**config.mk**
```make
export PLATFORM = sky130hd
export DESIGN_NAME = orientation_moment_unit
export DESIGN_NICKNAME = d
export VERILOG_FILES = /design/src/rtl/vo_pkg.sv /design/src/rtl/orientation_col_weight.sv /design/src/rtl/orientation_moment_unit.sv
export SDC_FILE = /design/constraint.sdc
export NUM_CORES = 2
export LEC_CHECK = 0
export CAP_MARGIN = 20
export CELL_PAD_IN_SITES_DETAIL_PLACEMENT = 0
export CELL_PAD_IN_SITES_GLOBAL_PLACEMENT = 1
export CORE_UTILIZATION = 45
export CTS_BUF_LIST = sky130_fd_sc_hd__clkbuf_2
export DETAILED_ROUTE_END_ITERATION = 10
export HOLD_SLACK_MARGIN = 0.1
export PLACE_DENSITY = 0.8
export SLEW_MARGIN = 20
export SYNTH_ARGS = -nofsm -noshare
export SYNTH_HDL_FRONTEND = slang
export SYNTH_SLANG_ARGS = --single-unit
```
**constraint.sdc**
```tcl
create_clock -name i_clk -period 16.38 [get_ports i_clk]
set_clock_uncertainty 0.15 [all_clocks]
set_input_delay 2.457 -clock i_clk [delete_from_list [all_inputs] [get_ports i_clk]]
set_output_delay 2.457 -clock i_clk [all_outputs]
set_load 0.02 [all_outputs]
```
**src/rtl/vo_pkg.sv**
```systemverilog
// ----------------------------------------------------------------------------
// vo_pkg
// Shared definitions for the orientation moment unit.
//   vo_n(radius)             : patch size N = 2*radius+1
//   vo_sum_w(pix_w, radius)  : signed moment width wide enough for any window
//   vo_in_circle(radius,r,c) : circular mask membership for row r, column c
//   vo_state_e               : window-fill state (FILL / RUN)
// ----------------------------------------------------------------------------
package vo_pkg;

    typedef enum logic {
        ST_FILL = 1'b0,
        ST_RUN  = 1'b1
    } vo_state_e;

    function automatic int vo_n(input int radius);
        return 2 * radius + 1;
    endfunction

    // Worst case |moment| is N*N*RADIUS*max_pixel; one extra bit for the sign.
    function automatic int vo_sum_w(input int pix_w, input int radius);
        int n;
        n = vo_n(radius);
        return pix_w + $clog2(n * n * radius + 1) + 1;
    endfunction

    function automatic bit vo_in_circle(input int radius, input int r, input int c);
        int dx;
        int dy;
        dx = c - radius;
        dy = r - radius;
        return (dx * dx + dy * dy) <= (radius * radius);
    endfunction

endpackage : vo_pkg

```
**src/rtl/orientation_col_weight.sv**
```systemverilog
// ----------------------------------------------------------------------------
// orientation_col_weight
// Combinational weighting of one patch column sitting at window column COL_POS.
// Produces the masked pixel sum (later scaled by the column's x-weight in the
// top level) and the column's y-moment sum((RADIUS-r) * p[r]).
//
// Ports
//   col_i   in   N*PIX_W  column pixels, row r at [r*PIX_W +: PIX_W]
//   psum_o  out  SUM_W    signed masked pixel sum
//   ymom_o  out  SUM_W    signed masked y-moment
// ----------------------------------------------------------------------------
module orientation_col_weight
    import vo_pkg::*;
#(
    parameter int PIX_W     = 8,
    parameter int RADIUS    = 3,
    parameter bit CIRC_MASK = 1'b0,
    parameter int SUM_W     = vo_sum_w(PIX_W, RADIUS),
    parameter int COL_POS   = 0
) (
    input  logic [(2*RADIUS+1)*PIX_W-1:0] col_i,
    output logic signed [SUM_W-1:0]       psum_o,
    output logic signed [SUM_W-1:0]       ymom_o
);

    localparam int N = vo_n(RADIUS);

    logic signed [SUM_W-1:0] pix_ext [N];

    // Pixels are unsigned: zero-extend before any signed weighting.
    for (genvar r = 0; r < N; r++) begin : g_ext
        assign pix_ext[r] = SUM_W'(col_i[r*PIX_W +: PIX_W]);
    end

    // Mask terms are elaboration-time constants, so masked-out rows vanish.
    always_comb begin
        psum_o = '0;
        ymom_o = '0;
        for (int r = 0; r < N; r++) begin
            if (!CIRC_MASK || vo_in_circle(RADIUS, r, COL_POS)) begin
                psum_o = psum_o + pix_ext[r];
                ymom_o = ymom_o + pix_ext[r] * SUM_W'(RADIUS - r);
            end
        end
    end

endmodule : orientation_col_weight

```
**src/rtl/orientation_moment_unit.sv**
```systemverilog
// ----------------------------------------------------------------------------
// orientation_moment_unit
// Streaming intensity-centroid moments over an N x N patch (N = 2*RADIUS+1).
// Columns arrive one per accepted cycle; the window is the last N accepted
// columns of the current line. Every accepted column once the window is full
// yields one registered result:
//   o_mx = sum (c-RADIUS) * p[r][c] * m[r][c]
//   o_my = sum (RADIUS-r) * p[r][c] * m[r][c]
//
// Ports
//   i_clk    in   1        clock, rising edge
//   i_rst    in   1        synchronous active-high reset
//   i_valid  in   1        qualifies i_col / i_sol
//   i_sol    in   1        accepted column starts a new line
//   i_col    in   N*PIX_W  patch column, row r at [r*PIX_W +: PIX_W]
//   o_valid  out  1        one-cycle pulse: o_mx/o_my hold a full window
//   o_mx     out  SUM_W    signed x-moment
//   o_my     out  SUM_W    signed y-moment
//
// state   | meaning
// --------+-------------------------------------------------------------
// ST_FILL | fewer than N columns accepted on this line; o_valid stays low
// ST_RUN  | window full; every accepted column produces a result
// ----------------------------------------------------------------------------
module orientation_moment_unit
    import vo_pkg::*;
#(
    parameter int PIX_W     = 8,
    parameter int RADIUS    = 3,
    parameter bit CIRC_MASK = 1'b0,
    parameter int SUM_W     = vo_sum_w(PIX_W, RADIUS)
) (
    input  logic                          i_clk,
    input  logic                          i_rst,
    input  logic                          i_valid,
    input  logic                          i_sol,
    input  logic [(2*RADIUS+1)*PIX_W-1:0] i_col,
    output logic                          o_valid,
    output logic signed [SUM_W-1:0]       o_mx,
    output logic signed [SUM_W-1:0]       o_my
);

    localparam int N     = vo_n(RADIUS);
    localparam int COL_W = N * PIX_W;
    localparam int CNT_W = $clog2(N + 1);

    // Only the newest N-1 columns need storing: the candidate window is those
    // plus i_col, and the oldest stored column drops out on the same edge.
    logic [COL_W-1:0]        store_q [N-1];
    logic [COL_W-1:0]        win_d   [N];
    logic [CNT_W-1:0]        fill_q;
    vo_state_e               state_q;
    logic                    valid_q;
    logic signed [SUM_W-1:0] mx_q;
    logic signed [SUM_W-1:0] my_q;
    logic signed [SUM_W-1:0] mx_d;
    logic signed [SUM_W-1:0] my_d;
    logic signed [SUM_W-1:0] psum [N];
    logic signed [SUM_W-1:0] ymom [N];

    // Window as it would look if i_col were accepted this cycle. A start of
    // line wipes the older columns so they contribute nothing.
    always_comb begin
        for (int c = 0; c < N - 1; c++) begin
            win_d[c] = i_sol ? '0 : store_q[c];
        end
        win_d[N-1] = i_col;
    end

    for (genvar c = 0; c < N; c++) begin : g_col
        orientation_col_weight #(
            .PIX_W     (PIX_W),
            .RADIUS    (RADIUS),
            .CIRC_MASK (CIRC_MASK),
            .SUM_W     (SUM_W),
            .COL_POS   (c)
        ) u_col_weight (
            .col_i  (win_d[c]),
            .psum_o (psum[c]),
            .ymom_o (ymom[c])
        );
    end

    always_comb begin
        mx_d = '0;
        my_d = '0;
        for (int c = 0; c < N; c++) begin
            mx_d = mx_d + psum[c] * SUM_W'(c - RADIUS);
            my_d = my_d + ymom[c];
        end
    end

    always_ff @(posedge i_clk) begin
        if (i_rst) begin
            state_q <= ST_FILL;
            fill_q  <= '0;
            valid_q <= 1'b0;
            mx_q    <= '0;
            my_q    <= '0;
            for (int c = 0; c < N - 1; c++) begin
                store_q[c] <= '0;
            end
        end else if (i_valid) begin
            for (int c = 0; c < N - 1; c++) begin
                store_q[c] <= win_d[c+1];
            end
            mx_q <= mx_d;
            my_q <= my_d;
            if (i_sol) begin
                state_q <= ST_FILL;
                fill_q  <= CNT_W'(1);
                valid_q <= 1'b0;
            end else begin
                case (state_q)
                    ST_FILL: begin
                        fill_q <= fill_q + CNT_W'(1);
                        if (fill_q == CNT_W'(N - 1)) begin
                            state_q <= ST_RUN;
                            valid_q <= 1'b1;
                        end else begin
                            valid_q <= 1'b0;
                        end
                    end
                    ST_RUN: begin
                        // fill_q stays saturated at N
                        valid_q <= 1'b1;
                    end
                    default: begin
                        state_q <= ST_FILL;
                        valid_q <= 1'b0;
                    end
                endcase
            end
        end else begin
            valid_q <= 1'b0;
        end
    end

    assign o_valid = valid_q;
    assign o_mx    = mx_q;
    assign o_my    = my_q;

endmodule : orientation_moment_unit

```
==> impl_metrics.toml <==
[timing]
fin_crit_ns = 12.31
grt_setup_unrepaired = "no"
max_freq_mhz = 81.3
tns_ns = 0
timing.final.crit_share = 0.751
maxSlewHeadroom = 0.231
final_hold_viol_count = 0
slew_violations = 0
fin_ws_ns = 4.07
setup_viol = 0
worst_pin_slew_ns = 1.14

[detailed_routing]
drt-initial-drc-count = 2438
dr.pass1.iters = 5
wl_per_cell_um = 25.0
antenna_left = 0
vias = 29100
viasPerCell = 5.20
drt_wl_total_um = 140000
drc = 0

[synthesis]
ys_types = 59
synth-edff-count = 336
yosys_warnings = 0
synth_compound_area_frac = 0.0497
syn_area_um2 = 43800
synth-async-reset-ratio = 0
ys_ff_latch = 375
yosys.area_share.simple = 0.119
synth_top_area_frac = 0.316
syn_avg_cell_area_um2 = 10.7
synth_fa_ha_area_frac = 0.448
netlist_top_cells_area = "fa_1 (32%), edfxtp_1 (23%), ha_1 (13%), inv_1 (7.9%), and2_1 (4.9%)"
syn-num-nets = 5300
synthMuxAreaShare = 0.00365
yosysTopAreaCell = "fa_1"
synth_top_family_by_area = "adder cells"
synth_cells = 4088
ys_seq_area_frac = 0.248
synth_ff_type = "edfxtp_1"
synth_xor_area_frac = 0.0444

[global_route]
grt_pass1_vias = 31100
gr-total-overflow = 0
grt_max_degree = 149
grt.total_usage = 0.294
grt_pass1_wl_um = 206000
antenna_found_initial = 9

[layout]
layout-drive-gt1-share = 0.0521
layout_common_cells = "inv_1 (926), fa_1 (691), ha_1 (461)"
syn2layout_area_growth_pct = 7.86
n_fill_cell = 8874
final_common_cell = "inv_1"
fin_nets = 5443

[worst_setup_path]
crit_top_cell = "fa_1"
critPathLaunchType = "primary input"
required_ns = 17.41
slowest_delay_ns = 0.75
cp_slowest_cell = "clkdlybuf4s50_1"
worstPathMaxFanout = 6
arrival_ns = 13.34
crit_type = "primary input to flop"
cp-end-kind = "flop"

[placed_design]
place_congestion = 0.995
port_buffers = 94
pre_cts_ws_ns = 2.91
hpwl_um = 119000

[die]
core_um2 = 96600
die_x_um = 314
initial_core_util = 0.454
die_area_um2 = 98700
boundaryPins = 95
die_h_um = 314
num_rows = 114

[clocking]
clk_latency_ns = 1.31
cts_tree = "yes"
cts.repair.resized = 0
cts_made_buffers = 112
numClockSinks = 375
postCtsSetupRepairBufs = 0
hold_buffers = 0
root_buffer = "clkbuf_2"
h-tree-depth = 3
cts_buffer_depth = 3
clkTransAtPathRegs_ns = 0.11

[job]
cap_violations = 0

[run_status]
status = "finished, final reports clean"

[hold_path]
min-delay-path-class = "flop to flop"
## state kept, by name (all words and copies together) (netlist names)
name	flops
store_q	336
o_my	17
state_q	1
o_mx	17
o_valid	1
fill_q	3
## metal layers
layer  vias to the layer above  wire length, um  GRT usage
met5                         -              107    0.00338
met4                        10             5410      0.104
met3                       231            12400     0.0660
met2                      1181            64400      0.465
met1                     14700            57700      0.397
li1                      13000                -          -
## synth_stat cells, types with 11 or more instances
| cell | number |
|---|---|
| nand2_1 | 208 |
| nor3_1 | 21 |
| and3_1 | 11 |
| o21ai_0 | 48 |
| nor2b_1 | 192 |
| a21oi_1 | 116 |
| mux2i_1 | 16 |
| nand2b_1 | 21 |
| o21bai_1 | 52 |
| fa_1 | 691 |
| dfxtp_1 | 39 |
| edfxtp_1 | 336 |
| xor2_1 | 61 |
| inv_1 | 928 |
| nand3_1 | 15 |
| xnor2_1 | 156 |
| ha_1 | 461 |
| o21a_1 | 14 |
| a21o_1 | 52 |
| and2_1 | 341 |
| nor2_1 | 111 |
| clkbuf_1 | 87 |
## per-stage QoR
stage / cells / hold slack (ns) / utilization / area [um^2]
after global placement: 5392 / 0.317 / 0.479 / 46300
final: 5599 / 0.272 / 0.490 / 47300
after global routing: 5599 / 0.310 / 0.490 / 47300
after detailed placement: 5393 / 0.318 / 0.479 / 46300
after CTS: 5596 / 0.261 / 0.490 / 47300
after floorplan: 4088 / 0.315 / - / 43800
## cell families after synthesis
| family | Yosys count |
|---|---|
| AOI/OAI and AO/OA | 339 |
| xor gates and xnor gates | 219 |
| adders and majority gates | 1154 |
| buffers and inverters | 1022 |
| DFF | 375 |
| muxes | 16 |
| and+or+nand+nor | 963 |
## critical path, delay by kind of cell
family	cells	cell delay, ns
xor+xnor	2	0.72
compound gates	9	2.47
simple gates	4	0.78
fa+ha+maj	13	5.77
buf+inv	6	1.09
## path summary, 6_finish.rpt
check	start	to	slack, ns	depth (start not counted)
worst min register to register	store_q[4][10]$_SDFFCE_PN0P_	store_q[3][10]$_SDFFCE_PN0P_	0.27	1
worst max register to register	store_q[0][0]$_SDFFCE_PN0P_	o_mx[16]$_SDFFE_PP0P_	5.64	39
worst max-delay path	i_col[1]	o_mx[16]$_SDFFE_PP0P_	4.07	34
worst min-delay path	store_q[4][10]$_SDFFCE_PN0P_	store_q[3][10]$_SDFFCE_PN0P_	0.27	1
## final cells by class
cell class	instances	area, um^2	area share
timing repair buffer	123	1170	0.0247
inverter	928	3500	0.0739
clock buffer	167	836	0.0177
sequential	375	10900	0.230
tap	1276	1600	0.0338
clock inverter	36	159	0.00336
antenna	3	7.51	0.000159
multi-input combinational	2691	29100	0.616
Power is not shown: default switching activity piles up to over one toggle a cycle in this logic, so the estimate is an artifact.
